===== config.mk =====
export PLATFORM = sky130hd
export DESIGN_NAME = hazard_ctrl
export DESIGN_NICKNAME = d
export VERILOG_FILES = /design/src/rtl/hazard_ctrl.sv
export SDC_FILE = /design/constraint.sdc
export NUM_CORES = 1
export LEC_CHECK = 0
export CAP_MARGIN = 20
export CORE_ASPECT_RATIO = 1.5
export CORE_UTILIZATION = 43
export DETAILED_ROUTE_END_ITERATION = 7
export PLACE_DENSITY = 0.77
export SYNTH_ARGS = -nofsm -noshare
export SYNTH_HDL_FRONTEND = slang
export SYNTH_SLANG_ARGS = --single-unit
export TNS_END_PERCENT = 10

===== constraint.sdc =====
create_clock -name clk -period 2.1 [get_ports clk]
set_clock_uncertainty 0.05 [all_clocks]
set_input_delay 0.42 -clock clk [delete_from_list [all_inputs] [get_ports clk]]
set_output_delay 0.42 -clock clk [all_outputs]
set_load 0.01 [all_outputs]

===== src/rtl/hazard_ctrl.sv =====
`default_nettype none
// +----------------------------------------------------------------------------+
// | Module      : hazard_ctrl                                                  |
// | Description : Pipeline hazard controller for the 5-stage RV32I core.       |
// |               Tracks the EX/MEM destination registers, produces the        |
// |               registered EX-stage operand bypass selects, the load-use     |
// |               stall and the EX redirect flush.                             |
// | Option      : HAZARD_PERF_CNT_EN adds stall_cnt / flush_cnt (32-bit)       |
// |               cycle counters.                                              |
// | Ports       : clk, reset (async, active-high)                              |
// |               id_*        decode-slot instruction description              |
// |               ex_pc_src   redirect resolved in EX                          |
// |               alu_src_a/b registered bypass selects for the EX instruction |
// |               stall       hold PC and IF/ID, bubble into ID/EX             |
// |               flush       squash IF/ID and ID/EX                           |
// |               stall_cnt / flush_cnt (optional) performance counters       |
// | Revision    : 1.0 - initial release                                        |
// +----------------------------------------------------------------------------+

package alu_src;
  typedef enum logic [1:0] {
    IMM = 2'b00,
    MEM = 2'b01,
    EX  = 2'b10,
    REG = 2'b11
  } AluSrc;
endpackage

package instr_decode;
  typedef enum logic [1:0] {
    ALU = 2'b00,
    MEM = 2'b01,
    PC4 = 2'b10,
    IMM = 2'b11
  } RegSrc;
endpackage

package pc_src;
  // 2'b11 is left undefined and behaves like PC4.
  typedef enum logic [1:0] {
    PC4    = 2'b00,
    BRANCH = 2'b01,
    JUMP   = 2'b10
  } PCSrc;
endpackage

module hazard_ctrl #(
  parameter int XREG_BITS = 5
) (
  input  logic                 clk,
  input  logic                 reset,
  input  logic                 id_valid,
  input  logic [XREG_BITS-1:0] id_rs1,
  input  logic [XREG_BITS-1:0] id_rs2,
  input  logic                 id_use_rs1,
  input  logic                 id_use_rs2,
  input  logic                 id_b_imm,
  input  logic [XREG_BITS-1:0] id_rd,
  input  logic                 id_reg_write,
  input  instr_decode::RegSrc  id_reg_src,
  input  pc_src::PCSrc         ex_pc_src,
  output alu_src::AluSrc       alu_src_a,
  output alu_src::AluSrc       alu_src_b,
  output logic                 stall,
  output logic                 flush
`ifdef HAZARD_PERF_CNT_EN
  ,
  output logic [31:0]          stall_cnt,
  output logic [31:0]          flush_cnt
`endif
);

  // EX slot mirrors ID/EX, MEM slot mirrors EX/MEM.
  logic                 r_ex_valid;
  logic [XREG_BITS-1:0] r_ex_rd;
  logic                 r_ex_we;
  logic                 r_ex_load;
  logic                 r_mem_valid;
  logic [XREG_BITS-1:0] r_mem_rd;
  logic                 r_mem_we;
  alu_src::AluSrc       r_src_a;
  alu_src::AluSrc       r_src_b;

  logic                 w_ex_hit_rs1;
  logic                 w_ex_hit_rs2;
  logic                 w_mem_hit_rs1;
  logic                 w_mem_hit_rs2;
  logic                 w_flush;
  logic                 w_stall;
  logic                 w_bubble;
  alu_src::AluSrc       w_sel_a;
  alu_src::AluSrc       w_sel_b;

  // x0 is hard-wired zero, so it never has a producer.
  function automatic logic f_match(
    input logic                 valid,
    input logic                 we,
    input logic [XREG_BITS-1:0] rd,
    input logic [XREG_BITS-1:0] rs
  );
    return valid && we && (rd == rs) && (rs != '0);
  endfunction

  // Youngest producer (EX) takes precedence over the older one (MEM).
  function automatic alu_src::AluSrc f_sel(
    input logic use_rs,
    input logic hit_ex,
    input logic hit_mem
  );
    if (!use_rs)      return alu_src::REG;
    else if (hit_ex)  return alu_src::EX;
    else if (hit_mem) return alu_src::MEM;
    else              return alu_src::REG;
  endfunction

  always_comb begin
    w_ex_hit_rs1  = f_match(r_ex_valid,  r_ex_we,  r_ex_rd,  id_rs1);
    w_ex_hit_rs2  = f_match(r_ex_valid,  r_ex_we,  r_ex_rd,  id_rs2);
    w_mem_hit_rs1 = f_match(r_mem_valid, r_mem_we, r_mem_rd, id_rs1);
    w_mem_hit_rs2 = f_match(r_mem_valid, r_mem_we, r_mem_rd, id_rs2);

    // Reset gating keeps both outputs at 0 while reset is held, even if
    // the EX stage is presenting a redirect.
    w_flush = !reset &&
              ((ex_pc_src == pc_src::JUMP) || (ex_pc_src == pc_src::BRANCH));

    // A redirect squashes the consumer anyway, so it overrides the stall.
    w_stall = !reset && !w_flush && id_valid && r_ex_load &&
              ((id_use_rs1 && w_ex_hit_rs1) || (id_use_rs2 && w_ex_hit_rs2));

    w_bubble = w_stall || w_flush || !id_valid;

    w_sel_a = f_sel(id_use_rs1, w_ex_hit_rs1, w_mem_hit_rs1);
    w_sel_b = id_b_imm ? alu_src::IMM
                       : f_sel(id_use_rs2, w_ex_hit_rs2, w_mem_hit_rs2);
  end

  always_ff @(posedge clk or posedge reset) begin
    if (reset) begin
      r_ex_valid  <= 1'b0;
      r_ex_rd     <= '0;
      r_ex_we     <= 1'b0;
      r_ex_load   <= 1'b0;
      r_mem_valid <= 1'b0;
      r_mem_rd    <= '0;
      r_mem_we    <= 1'b0;
      r_src_a     <= alu_src::REG;
      r_src_b     <= alu_src::REG;
    end else begin
      r_mem_valid <= r_ex_valid;
      r_mem_rd    <= r_ex_rd;
      r_mem_we    <= r_ex_we;

      r_ex_valid  <= !w_bubble;
      r_ex_rd     <= id_rd;
      r_ex_we     <= id_reg_write && !w_bubble;
      r_ex_load   <= (id_reg_src == instr_decode::MEM) && !w_bubble;

      r_src_a     <= w_bubble ? alu_src::REG : w_sel_a;
      r_src_b     <= w_bubble ? alu_src::REG : w_sel_b;
    end
  end

  assign alu_src_a = r_src_a;
  assign alu_src_b = r_src_b;
  assign stall     = w_stall;
  assign flush     = w_flush;

`ifdef HAZARD_PERF_CNT_EN
  logic [31:0] r_stall_cnt;
  logic [31:0] r_flush_cnt;

  // Free-running; wraps naturally from 0xFFFFFFFF to 0.
  always_ff @(posedge clk or posedge reset) begin
    if (reset) begin
      r_stall_cnt <= '0;
      r_flush_cnt <= '0;
    end else begin
      if (w_stall) r_stall_cnt <= r_stall_cnt + 32'd1;
      if (w_flush) r_flush_cnt <= r_flush_cnt + 32'd1;
    end
  end

  assign stall_cnt = r_stall_cnt;
  assign flush_cnt = r_flush_cnt;
`endif

endmodule

`default_nettype wire


==> flow_summary.yaml <==
synth:
  nets_in_the_synthesized_netlist: 105
  synth.lib_cells_used.distinct: 22
  synthFlopType: "sky130_fd_sc_hd__dfrtp_1"
  synth-edff-count: 0
  synth.avg_cell_area_um2: 11.5
  seq_cells_post_synth: 19
  synthArstFlopShare_pct: 100
  yosys_warnings: 0
  ys_seq_area_share_pct: 52.7
  post_synth_instance_area_um2: 912
  syn-instance-count: 79
detailed_routing:
  drtAntennaViolNets: 0
  drt_pre_antenna_iters: 5
  vias: 856
  post_drt_wl_per_cell_um: 14.4
  drc: 0
  detailed_route_iter0_violations: 21
  finalWirelength_mm: 2.37
  detail_route.vias_per_cell: 5.22
layout:
  post_route_cells_drive_above_1_share_pct: 35.9
  layout.core_utilization_pct: 78.4
  antennaDiodeCount: 0
  num-fill-cells: 137
  area_growth_pct: 72.2
  final_net_count: 169
placed_design:
  finalWeightedCongestion: 0.835
  port_buffers: 31
  dpl.hpwl_mm: 1.76
setup_path:
  critical_path.reg2reg.endpoint: "alu_src_a[0]"
  timing.critical_path.arrival_ps: 1920
  r2r_setup_slack_ps: 100
  crit_type: "reg -> out"
  worstRegToRegCells: 12
  worstPathMaxFanout: 3
  setup.worst_path.start_class: "flip-flop"
  critPathCaptureType: "output pin"
  reg_to_reg_critical_path_startpoint: "r_ex_rd[0]"
  critPathRequiredTime_ps: 1630
clock_tree:
  cts.hold.buffers_added: 0
  clk_root_buffer_cell: "sky130_fd_sc_hd__clkbuf_4"
  clk_path_buf_depth: 2
  cts_num_sinks: 19
  cts-buffers-inserted: 3
  ctsHtreeMaxLevel: 1
  tritoncts_clock_tree: "yes"
  clk_pin_slew_worst_paths_ps: 100
  clock_latency_ps: 300
status:
  violations: "setup timing"
  outcome: "finished with violations"
min_path:
  hold_path.startpoint: "r_ex_rd[2]"
  holdCritPathClass: "reg -> reg"
  timing.hold.worst_endpoint: "r_mem_rd[2]"
  worstHoldPathCells: 0
timing:
  rsz_0062_raised_after_global_routing: "true"
  crit_share_post_route_pct: 114
  maxClockFrequency_mhz: 419
  worst_pin_slew_ps: 259
  worst_slack_ps: -285
  final_hold_fails: 0
  setup_viol: 1
  timing.setup.tns_ps: -285
  final.min_clock_period_ps: 2390
  timing.max_slew.rel_slack_pct: 82.6
  timing_max_transition_violations_final: 0
  fin_worst_hold_slack_ps: 413
global_routing:
  globalRoute.totalOverflow: 0
  number_of_antenna_violations_at_the_first_check_in_global_routing: 0
  grt_pass1_vias: 896
  grt_start_max_net_pins: 11
  grt.busiest_layer: "met2"
  met1_demand_to_capacity_share_in_global_routing_pct: 26.3
  total_routing_resource_utilization_after_global_routing_pct: 23.7
  grt_first_pass_wirelength_mm: 3.73
  grtUsageMet3_pct: 4.15
  use_met2_pct: 42.2
job:
  max_cap_viol_count: 0
die:
  floorplan.initialDensity_pct: 45.6
  boundary_pin_count: 32
  rows: 20
  horizontal_extent_of_the_die_um: 39.6
  std_cell_core_area_um2: 2000
  die_area_um2: 2310
  die-height_um: 58.4
power:
  power.density_cell_area_nw_per_um2: 491
  leakage_nw: 0.706
  max-vdd-ir-drop_uv: 423
[per-layer routing]
| layer | routed length (um) | vias up |
|---|---|---|
| met5 | 0 | - |
| met4 | 42 | 0 |
| met3 | 107 | 5 |
| met2 | 1310 | 28 |
| met1 | 904 | 419 |
| li1 | - | 404 |
[synth_stat cells (2+ instances only)]
cell                       instances  area share [%]
sky130_fd_sc_hd__nand2_1           4             1.6
sky130_fd_sc_hd__nand3_1           2             1.1
sky130_fd_sc_hd__xor2_1           12              12
sky130_fd_sc_hd__xnor2_1           9             8.6
sky130_fd_sc_hd__a211oi_1          2             1.6
sky130_fd_sc_hd__nand4b_1          3             2.9
sky130_fd_sc_hd__nor3_1            3             1.6
sky130_fd_sc_hd__inv_1             3             1.2
sky130_fd_sc_hd__nor2_1            5             2.1
sky130_fd_sc_hd__and3b_1           2             1.9
sky130_fd_sc_hd__nand4_1           2             1.4
sky130_fd_sc_hd__nor4_1            4             2.7
sky130_fd_sc_hd__dfrtp_1          15              41
sky130_fd_sc_hd__dfstp_2           4              12
sky130_fd_sc_hd__o21ai_0           2             1.1
[state kept, by name, summed over array words and instances (netlist names), 2 cells and up]
name       count
r_ex_rd        5
r_mem_rd       5
alu_src_a      2
alu_src_b      2
[cell type report]
cell class	instances	area, um^2	area share (%)
Sequential cell	19	483	30.8
Timing Repair Buffer	59	533	33.9
Clock buffer	4	26.3	1.67
Multi-Input combinational cell	57	489	31.2
Inverter	3	11.3	0.717
Tap cell	22	27.5	1.75
[where the power goes]
part           leakage [nW]  internal (mW)  switching (mW)  total, mW
Combinational         0.470          0.108          0.0756      0.183
Sequential            0.221          0.386          0.0169      0.403
Clock                0.0150         0.0741           0.110      0.184
Total                 0.706          0.568           0.203      0.770
[stage by stage]
stage / instance area [um^2] / setup WS (ps) / std cells / total power, mW
global route: 1570 / -367 / 164 / 0.806
CTS: 1500 / -247 / 161 / 0.764
global placement: 1390 / -819 / 150 / 0.574
finish: 1570 / -285 / 164 / 0.770
floorplan: 912 / 306 / 79 / 0.467
detailed placement: 1390 / -828 / 150 / 0.580
[kinds of logic after synthesis]
logic type                Yosys count  synth area share, %
DFF                                19                 52.7
xor gates and xnor gates           21                 20.2
and+or+nand+nor                    28                 18.1
buffers and inverters               3                 1.23
AOI/OAI and AO/OA                   8                 7.82
[cells in the final DEF (no fill, tap or decap), types with 2 or more instances in the layout]
cell,count
sky130_fd_sc_hd__and3b_1,2
sky130_fd_sc_hd__nand2_1,3
sky130_fd_sc_hd__dlymetal6s2s_1,3
sky130_fd_sc_hd__nand3_1,2
sky130_fd_sc_hd__clkbuf_4,3
sky130_fd_sc_hd__xor2_1,9
sky130_fd_sc_hd__a211oi_1,2
sky130_fd_sc_hd__dfrtp_2,2
sky130_fd_sc_hd__nand4_1,2
sky130_fd_sc_hd__nor4_2,3
sky130_fd_sc_hd__buf_4,23
sky130_fd_sc_hd__inv_1,3
sky130_fd_sc_hd__o21ai_0,2
sky130_fd_sc_hd__nor3_1,2
sky130_fd_sc_hd__dlygate4sd2_1,7
sky130_fd_sc_hd__clkdlybuf4s50_1,20
sky130_fd_sc_hd__nor2_1,3
sky130_fd_sc_hd__xnor2_1,9
sky130_fd_sc_hd__xor2_2,3
sky130_fd_sc_hd__dfstp_2,4
sky130_fd_sc_hd__dfrtp_1,13
sky130_fd_sc_hd__nor2_2,2
sky130_fd_sc_hd__buf_6,5
sky130_fd_sc_hd__nand4b_1,3
[how the worst max path moves through the flow]
stage | cells after the start | from | end | slack (ps)
2_1_floorplan | 5 | id_rs1[4] | stall | 310
3_3_place_gp | 7 | id_rs1[4] | stall | -820
3_5_place_dp | 7 | id_rs1[4] | stall | -830
4_1_cts | 6 | r_ex_rd[3] | stall | -250
5_1_grt | 6 | r_ex_rd[0] | stall | -370
6_report | 6 | r_ex_rd[0] | stall | -290
[what timing repair did]
item	in CTS	in global routing
setup endpoints to repair	2	2
endpoints found under the hold margin	0	0
resized for setup	19	14
setup buffers	7	3
pin swaps	9	8
[worst max-delay path, cell delays in order (launching register included)]
cell	delay, ps
sky130_fd_sc_hd__dfrtp_2	460
sky130_fd_sc_hd__xor2_2	170
sky130_fd_sc_hd__nor4_2	300
sky130_fd_sc_hd__nand4b_1	200
sky130_fd_sc_hd__nor2_2	150
sky130_fd_sc_hd__o2111a_1	200
sky130_fd_sc_hd__buf_2	130
No activity file was read; power rests on OpenSTA's default activity.
